==> src/rtl/tile_pixel_pipeline_if.sv <==
// ---------------------------------------------------------------------------
// tile_pixel_pipeline_if
//
// Purpose: groups the beam-position inputs, the tile-map read port and the
// VGA outputs of tile_pixel_pipeline. There is no valid/ready handshake: the
// pipeline accepts one pixel position every clock and produces one rgb/sync
// sample every clock, three cycles later, with no stalls.
//
// Signals:
//   hsync_in, vsync_in   sync from the sync generator
//   display_on           beam inside the visible 640x480 area
//   screen_hpos/vpos     visible x (0..639) / y (0..479)
//   frame_end            one-cycle pulse per frame
//   tile_col/tile_row    tile-map read address (pipeline -> map)
//   tile_id              tile-map data, combinational from tile_col/tile_row
//   hsync_out, vsync_out syncs aligned with rgb
//   rgb                  {R1,G1,B1,R0,G0,B0}
//
// Modports:
//   master - the sync generator / tile map / VGA side
//   slave  - the pixel pipeline
// ---------------------------------------------------------------------------
interface tile_pixel_pipeline_if;
    logic       hsync_in;
    logic       vsync_in;
    logic       display_on;
    logic [9:0] screen_hpos;
    logic [9:0] screen_vpos;
    logic       frame_end;
    logic [3:0] tile_col;
    logic [2:0] tile_row;
    logic [3:0] tile_id;
    logic       hsync_out;
    logic       vsync_out;
    logic [5:0] rgb;

    modport master (
        output hsync_in, vsync_in, display_on, screen_hpos, screen_vpos,
               frame_end, tile_id,
        input  tile_col, tile_row, hsync_out, vsync_out, rgb
    );

    modport slave (
        input  hsync_in, vsync_in, display_on, screen_hpos, screen_vpos,
               frame_end, tile_id,
        output tile_col, tile_row, hsync_out, vsync_out, rgb
    );
endinterface

==> src/rtl/tile_pixel_pipeline.sv <==
// ---------------------------------------------------------------------------
// tile_pixel_pipeline
//
// Purpose: three-stage tile renderer. Stage 1 registers the tile-map address
// and the sub-pixel coordinates, stage 2 captures the tile id returned by the
// map, stage 3 turns the id into a 6-bit colour. Syncs and display_on travel
// alongside so rgb, hsync_out and vsync_out line up, 3 cycles after the
// inputs.
//
// Ports:
//   clk    input  pixel clock, rising edge
//   reset  input  synchronous, active-high
//   bus    tile_pixel_pipeline_if.slave (beam inputs, map port, VGA outputs)
//
// Build option: GRID_LINES_EN - when defined, visible pixels on a 64-pixel
// grid line (hpos[5:0]==0 or vpos[5:0]==0) render as 6'b010101.
//
// No FSM; a 6-bit frame counter drives the blink of tile id 7.
// ---------------------------------------------------------------------------
module tile_pixel_pipeline (
    input  logic                        clk,
    input  logic                        reset,
    tile_pixel_pipeline_if.slave        bus
);

    // Stage 1
    logic [3:0] r_tile_col;
    logic [2:0] r_tile_row;
    logic [2:0] r_s1_x;
    logic [2:0] r_s1_y;
    logic       r_s1_de;
    logic       r_s1_hs;
    logic       r_s1_vs;
    // Stage 2
    logic [3:0] r_s2_id;
    logic [2:0] r_s2_x;
    logic [2:0] r_s2_y;
    logic       r_s2_de;
    logic       r_s2_hs;
    logic       r_s2_vs;
    // Stage 3
    logic [5:0] r_rgb;
    logic       r_hsync_out;
    logic       r_vsync_out;
    logic [5:0] r_frame_cnt;

    logic [7:0] w_bmp_row;
    logic       w_bmp_bit;
    logic [5:0] w_tile_rgb;
    logic [5:0] w_rgb_next;
    logic       w_unused;

`ifdef GRID_LINES_EN
    logic       r_s1_grid;
    logic       r_s2_grid;
`endif

    // Low position bits only matter for the grid overlay; vpos[9] is never
    // needed because the visible area stops at 479.
    assign w_unused = ^{bus.screen_vpos[9], bus.screen_hpos[2:0], bus.screen_vpos[2:0]};

    // 8x8 bitmap rows for ids 1..7; bit x of the returned byte is pixel x.
    function automatic logic [7:0] bitmap_row(input logic [2:0] id, input logic [2:0] y);
        logic [7:0] row;
        row = 8'h00;
        case (id)
            3'd1: row = y[0] ? 8'hAA : 8'h55;                  // checkerboard
            3'd2: row = y[0] ? 8'h00 : 8'hFF;                  // horizontal stripes
            3'd3: row = 8'hF0;                                 // right half
            3'd4: row = (y == 3'd0 || y == 3'd7) ? 8'hFF : 8'h81;  // frame
            3'd5: row = 8'd1 << y;                             // diagonal
            3'd6: row = 8'hFF;                                 // solid
            3'd7: row = (y == 3'd3 || y == 3'd4) ? 8'hFF : 8'h18;  // cross
            default: row = 8'h00;
        endcase
        return row;
    endfunction

    always_ff @(posedge clk) begin
        if (reset) begin
            r_tile_col  <= '0;
            r_tile_row  <= '0;
            r_s1_x      <= '0;
            r_s1_y      <= '0;
            r_s1_de     <= 1'b0;
            r_s1_hs     <= 1'b1;
            r_s1_vs     <= 1'b1;
            r_s2_id     <= '0;
            r_s2_x      <= '0;
            r_s2_y      <= '0;
            r_s2_de     <= 1'b0;
            r_s2_hs     <= 1'b1;
            r_s2_vs     <= 1'b1;
            r_rgb       <= '0;
            r_hsync_out <= 1'b1;
            r_vsync_out <= 1'b1;
            r_frame_cnt <= '0;    // reset also swallows a coincident frame_end
        end else begin
            r_tile_col  <= bus.screen_hpos[9:6];
            r_tile_row  <= bus.screen_vpos[8:6];
            r_s1_x      <= bus.screen_hpos[5:3];
            r_s1_y      <= bus.screen_vpos[5:3];
            r_s1_de     <= bus.display_on;
            r_s1_hs     <= bus.hsync_in;
            r_s1_vs     <= bus.vsync_in;
            r_s2_id     <= bus.tile_id;
            r_s2_x      <= r_s1_x;
            r_s2_y      <= r_s1_y;
            r_s2_de     <= r_s1_de;
            r_s2_hs     <= r_s1_hs;
            r_s2_vs     <= r_s1_vs;
            r_rgb       <= w_rgb_next;
            r_hsync_out <= r_s2_hs;
            r_vsync_out <= r_s2_vs;
            if (bus.frame_end) begin
                r_frame_cnt <= r_frame_cnt + 6'd1;
            end
        end
    end

`ifdef GRID_LINES_EN
    always_ff @(posedge clk) begin
        if (reset) begin
            r_s1_grid <= 1'b0;
            r_s2_grid <= 1'b0;
        end else begin
            r_s1_grid <= (bus.screen_hpos[5:0] == 6'd0) || (bus.screen_vpos[5:0] == 6'd0);
            r_s2_grid <= r_s1_grid;
        end
    end
`endif

    always_comb begin
        w_bmp_row  = bitmap_row(r_s2_id[2:0], r_s2_y);
        w_bmp_bit  = w_bmp_row[r_s2_x];
        w_tile_rgb = 6'b000000;
        if (r_s2_id[3]) begin
            w_tile_rgb = {r_s2_id[2:0], 3'b111};
        end else if (r_s2_id == 4'd7 && r_frame_cnt[5]) begin
            w_tile_rgb = 6'b000000;   // blink-off half of the 64-frame cycle
        end else if (w_bmp_bit) begin
            w_tile_rgb = 6'b111111;   // id 0 has an all-zero bitmap row
        end
`ifdef GRID_LINES_EN
        if (r_s2_grid) begin
            w_tile_rgb = 6'b010101;
        end
`endif
        w_rgb_next = r_s2_de ? w_tile_rgb : 6'b000000;
    end

    assign bus.tile_col  = r_tile_col;
    assign bus.tile_row  = r_tile_row;
    assign bus.rgb       = r_rgb;
    assign bus.hsync_out = r_hsync_out;
    assign bus.vsync_out = r_vsync_out;

endmodule

==> src/flat_wrapper.sv <==
// flat-port wrapper written by rule: the top's interface ports become plain ports
module tile_pixel_pipeline_flat 
  (clk, reset, bus_hsync_in, bus_vsync_in, bus_display_on, bus_screen_hpos, bus_screen_vpos, bus_frame_end, bus_tile_id, bus_tile_col, bus_tile_row, bus_hsync_out, bus_vsync_out, bus_rgb);
  tile_pixel_pipeline_if bus_i ();
  input  logic clk;
  input  logic reset;
  input wire logic [$bits(bus_i.hsync_in)-1:0] bus_hsync_in;
  input wire logic [$bits(bus_i.vsync_in)-1:0] bus_vsync_in;
  input wire logic [$bits(bus_i.display_on)-1:0] bus_display_on;
  input wire logic [$bits(bus_i.screen_hpos)-1:0] bus_screen_hpos;
  input wire logic [$bits(bus_i.screen_vpos)-1:0] bus_screen_vpos;
  input wire logic [$bits(bus_i.frame_end)-1:0] bus_frame_end;
  input wire logic [$bits(bus_i.tile_id)-1:0] bus_tile_id;
  output wire logic [$bits(bus_i.tile_col)-1:0] bus_tile_col;
  output wire logic [$bits(bus_i.tile_row)-1:0] bus_tile_row;
  output wire logic [$bits(bus_i.hsync_out)-1:0] bus_hsync_out;
  output wire logic [$bits(bus_i.vsync_out)-1:0] bus_vsync_out;
  output wire logic [$bits(bus_i.rgb)-1:0] bus_rgb;
  assign bus_i.hsync_in = bus_hsync_in;
  assign bus_i.vsync_in = bus_vsync_in;
  assign bus_i.display_on = bus_display_on;
  assign bus_i.screen_hpos = bus_screen_hpos;
  assign bus_i.screen_vpos = bus_screen_vpos;
  assign bus_i.frame_end = bus_frame_end;
  assign bus_i.tile_id = bus_tile_id;
  assign bus_tile_col = bus_i.tile_col;
  assign bus_tile_row = bus_i.tile_row;
  assign bus_hsync_out = bus_i.hsync_out;
  assign bus_vsync_out = bus_i.vsync_out;
  assign bus_rgb = bus_i.rgb;
  tile_pixel_pipeline u_core (.clk(clk), .reset(reset), .bus(bus_i));
endmodule
==> config.mk <==
export PLATFORM = sky130hd
export DESIGN_NAME = tile_pixel_pipeline_flat
export DESIGN_NICKNAME = d
export VERILOG_FILES = /design/src/rtl/tile_pixel_pipeline_if.sv /design/src/rtl/tile_pixel_pipeline.sv /design/src/flat_wrapper.sv
export SDC_FILE = /design/constraint.sdc
export NUM_CORES = 1
export LEC_CHECK = 0
export CORE_MARGIN = 3
export CORE_UTILIZATION = 45
export DETAILED_ROUTE_END_ITERATION = 10
export GPL_TIMING_DRIVEN = 1
export HOLD_SLACK_MARGIN = 0.1
export PLACE_DENSITY = 0.84
export SYNTH_ARGS = -nofsm -noshare
export SYNTH_HDL_FRONTEND = slang
export SYNTH_SLANG_ARGS = --single-unit
==> constraint.sdc <==
create_clock -name clk -period 2.9 [get_ports clk]
set_input_delay 0.58 -clock clk [delete_from_list [all_inputs] [get_ports clk]]
set_output_delay 0.58 -clock clk [all_outputs]
set_load 0.03 [all_outputs]
==> flow_summary_export.csv <==
group,metric,value,unit
outcome,status,"completed",
critical_path,critical_path_buf_inv_count,1,
die,die-area,4150,um^2
detailed_routing,routed_via_density,5.02,
timing,finClkSkew,2.70,ps
critical_path,crit_family,"buffers and inverters",
critical_path,worst_setup_path_start_kind,"register",
detailed_routing,ant_nets,0,
detailed_routing,vias,1184,
grt,globalRouteOverflowTotal,0,
timing,timing.final.crit_share,66.8,%
timing,layout_setup_ws,963,ps
clock_network,htree_levels,2,
clock_network,cts_setup_buffers,0,
grt,antenna_found_initial,0,
clock_network,cts_buffer_depth,2,
critical_path,crit_fanout,3,
die,coreArea,3150,um^2
detailed_routing,dr.pass1.iters,4,
critical_path,arrival,1360,ps
synthesis,synth_flop_cell,"dfxtp_1",
timing,setup_viol,0,
timing,grt_setup_unrepaired,"false",
placed_design,pre_cts_ws,961,ps
synthesis,synth_area,1540,um^2
synthesis,ys_ff_latch,41,
clock_network,clk_pin_slew,110,ps
finish,area_growth,29.9,%
placed_design,routabilityCongestion,0.850,
critical_path,end_kind,"output pin",
clock_network,cts_resized,0,
clock_network,clkLatencyLatePin,320,ps
grt,track_usage,14.8,%
clock_network,cts_tree,"yes",
critical_path,max_stage_delay,670,ps
finish,drive_above_1_share,9.90,%
finish,insertedDiodeCount,0,
synthesis,synthCells,158,
timing,finalSetupTns,0,ps
placed_design,port_buffers,37,
timing,fmax,516,MHz
finish,layout.nets,222,
detailed_routing,drt_iter0_drc,51,
pwr,irDropWorstVdd,0.417,mV
grt,grt_pass1_vias,1219,
synthesis,synth_async_sr_flop_share,0,%
clock_network,cts_hold_buffers,0,
die,die_x,64.5,um
clock_network,cts_sinks,41,
clock_network,cts_buffers,5,
placed_design,dp_hpwl,2080,um
run,cap_violations,0,
pwr,p_leak,0.743,nW
synthesis,ys_warn_count,0,
worst_hold_path,worstHoldPathType,"register to register",
clock_network,cts-root-buf,"clkbuf_4",
synthesis,synth_nets,189,
die,initial_core_util,48.8,%
timing,period_needed,1940,ps
critical_path,path_cells,"clkdlybuf4s50_1",
synthesis,synth_edf_count,0,
die,fp.dieH,64.5,um
detailed_routing,totalWireLength,2750,um
pwr,power_density,550,nW/um^2
grt,grt_max_degree,38,
critical_path,critPathKind,"register to output pin",
die,ios,45,
critical_path,required,2320,ps
synthesis,synth_cell_types,37,
synthesis,seq_area_frac_synth,53.4,%
timing,hold_viol_final,0,
timing,tightestPinTransition,404,ps
critical_path,slowest_stage,"clkdlybuf4s50_1",
die,rows,20,
synthesis,avgSynthCellArea,9.73,um^2
detailed_routing,drc,0,
detailed_routing,drt-wirelength-per-cell,11.7,um
grt,grt_pass1_wl,4820,um
timing,slew_headroom,72.9,%
timing,slew_viol_final,0,
-- kinds of logic (layout without fill, tap and decap cells) --
kind of cell	Yosys count	after routing	synth area share [%]
adder cells (fa/ha/maj)	1	1	0.814
AO/OA/AOI/OAI	23	23	11.4
buffers and inverters	15	49	4.72
multiplexers	1	1	0.651
flip-flops	41	41	53.4
AND/OR/NAND/NOR	71	71	25.6
XOR/XNOR	6	6	3.42
-- cells in the mapped netlist, drive strengths merged (2+ instances only) --
cell / number / area (um^2)
clkbuf: 8 / 30.0
nor2b: 28 / 175
nand4: 3 / 18.8
xor2: 4 / 35.0
nand3: 2 / 10.0
nor2: 8 / 30.0
buf: 4 / 31.3
a21oi: 3 / 15.0
or2: 6 / 37.5
or3: 2 / 12.5
dfxtp: 41 / 821
nand2: 11 / 41.3
o211ai: 2 / 20.0
inv: 3 / 11.3
nand2b: 3 / 18.8
xnor2: 2 / 17.5
nor3: 5 / 25.0
o21ai: 8 / 40.0
-- state kept, by name (all words and copies together), names as in the netlist --
name,count
u_core.bus.hsync_out,1
u_core.r_s2_id,4
u_core.r_s2_x,3
u_core.r_s2_de,1
u_core.bus.vsync_out,1
u_core.r_s1_y,3
u_core.r_s1_hs,1
u_core.r_s2_hs,1
u_core.r_s1_x,3
u_core.r_s2_y,3
u_core.bus.tile_col,4
u_core.r_s2_vs,1
u_core.bus.rgb,4
u_core.r_s1_de,1
u_core.bus.tile_row,3
u_core.r_s1_vs,1
u_core.r_frame_cnt,6
-- power breakdown --
group          switching [mW]  leakage [nW]  internal, mW
registers              0.0185         0.338         0.588
logic                  0.0522         0.360        0.0678
clock network           0.169        0.0445         0.205
-- per-layer routing --
layer	track usage, %	wire length, um	vias to the layer above
li1	-	-	587
met3	4.16	202	6
met5	0	0	-
met2	27.1	1450	53
met1	14.5	1040	538
met4	9.76	53	0
-- worst paths after layout --
check,start,end,slack (ps),cells past startpoint
hold / removal,u_core.r_s2_hs$_SDFF_PP1_,u_core.bus.hsync_out$_SDFF_PP1_,430,1
setup / recovery,u_core.bus.rgb[2]$_SDFF_PP0_,bus_rgb[2],960,1
setup reg to reg,u_core.r_s2_id[0]$_SDFF_PP0_,u_core.bus.rgb[5]$_SDFF_PP0_,1040,6
hold reg to reg,u_core.r_s2_hs$_SDFF_PP1_,u_core.bus.hsync_out$_SDFF_PP1_,430,1
-- stage by stage --
step                util, %  std cells  area, um^2  hold WS (ps)  power [mW]
global route           63.4        236        2000           442        1.15
global placement       60.6        228        1910           396       0.732
detailed placement     60.6        228        1910           401       0.739
floorplan                 -        158        1540           389       0.685
CTS                    63.4        236        2000           430        1.11
finish                 63.4        236        2000           427        1.10
-- placed cells by master (no fill, tap or decap), drive strengths merged --
cell type      count
xor2               4
xnor2              2
o41ai              1
inv                3
a32o               1
a31oi              1
dfxtp             41
mux2i              1
nand2             11
o21ai              8
a221o              1
nand3b             1
bufinv             1
or3b               1
o211ai             2
ha                 1
buf                1
or2                6
a21oi              3
nor3               5
nand3              2
o211a              1
nor2               8
clkbuf             6
nand4              3
a2bb2oi            1
nor4               1
a32oi              1
clkinvlp           1
nor2b             28
a211oi             1
clkdlybuf4s50     37
nand2b             3
o31a               1
o2111ai            1
or3                2
-- layout make-up --
cell class | instances | area (um^2)
fillers | 278 | 1150
multi-input cells | 102 | 644
clock buffers | 6 | 51.3
repair buffers | 38 | 378
well taps | 44 | 55.1
flip-flops and latches | 41 | 821
inverters | 3 | 11.3
clock inverters | 2 | 37.5
No activity file was read; power rests on OpenSTA's default activity.
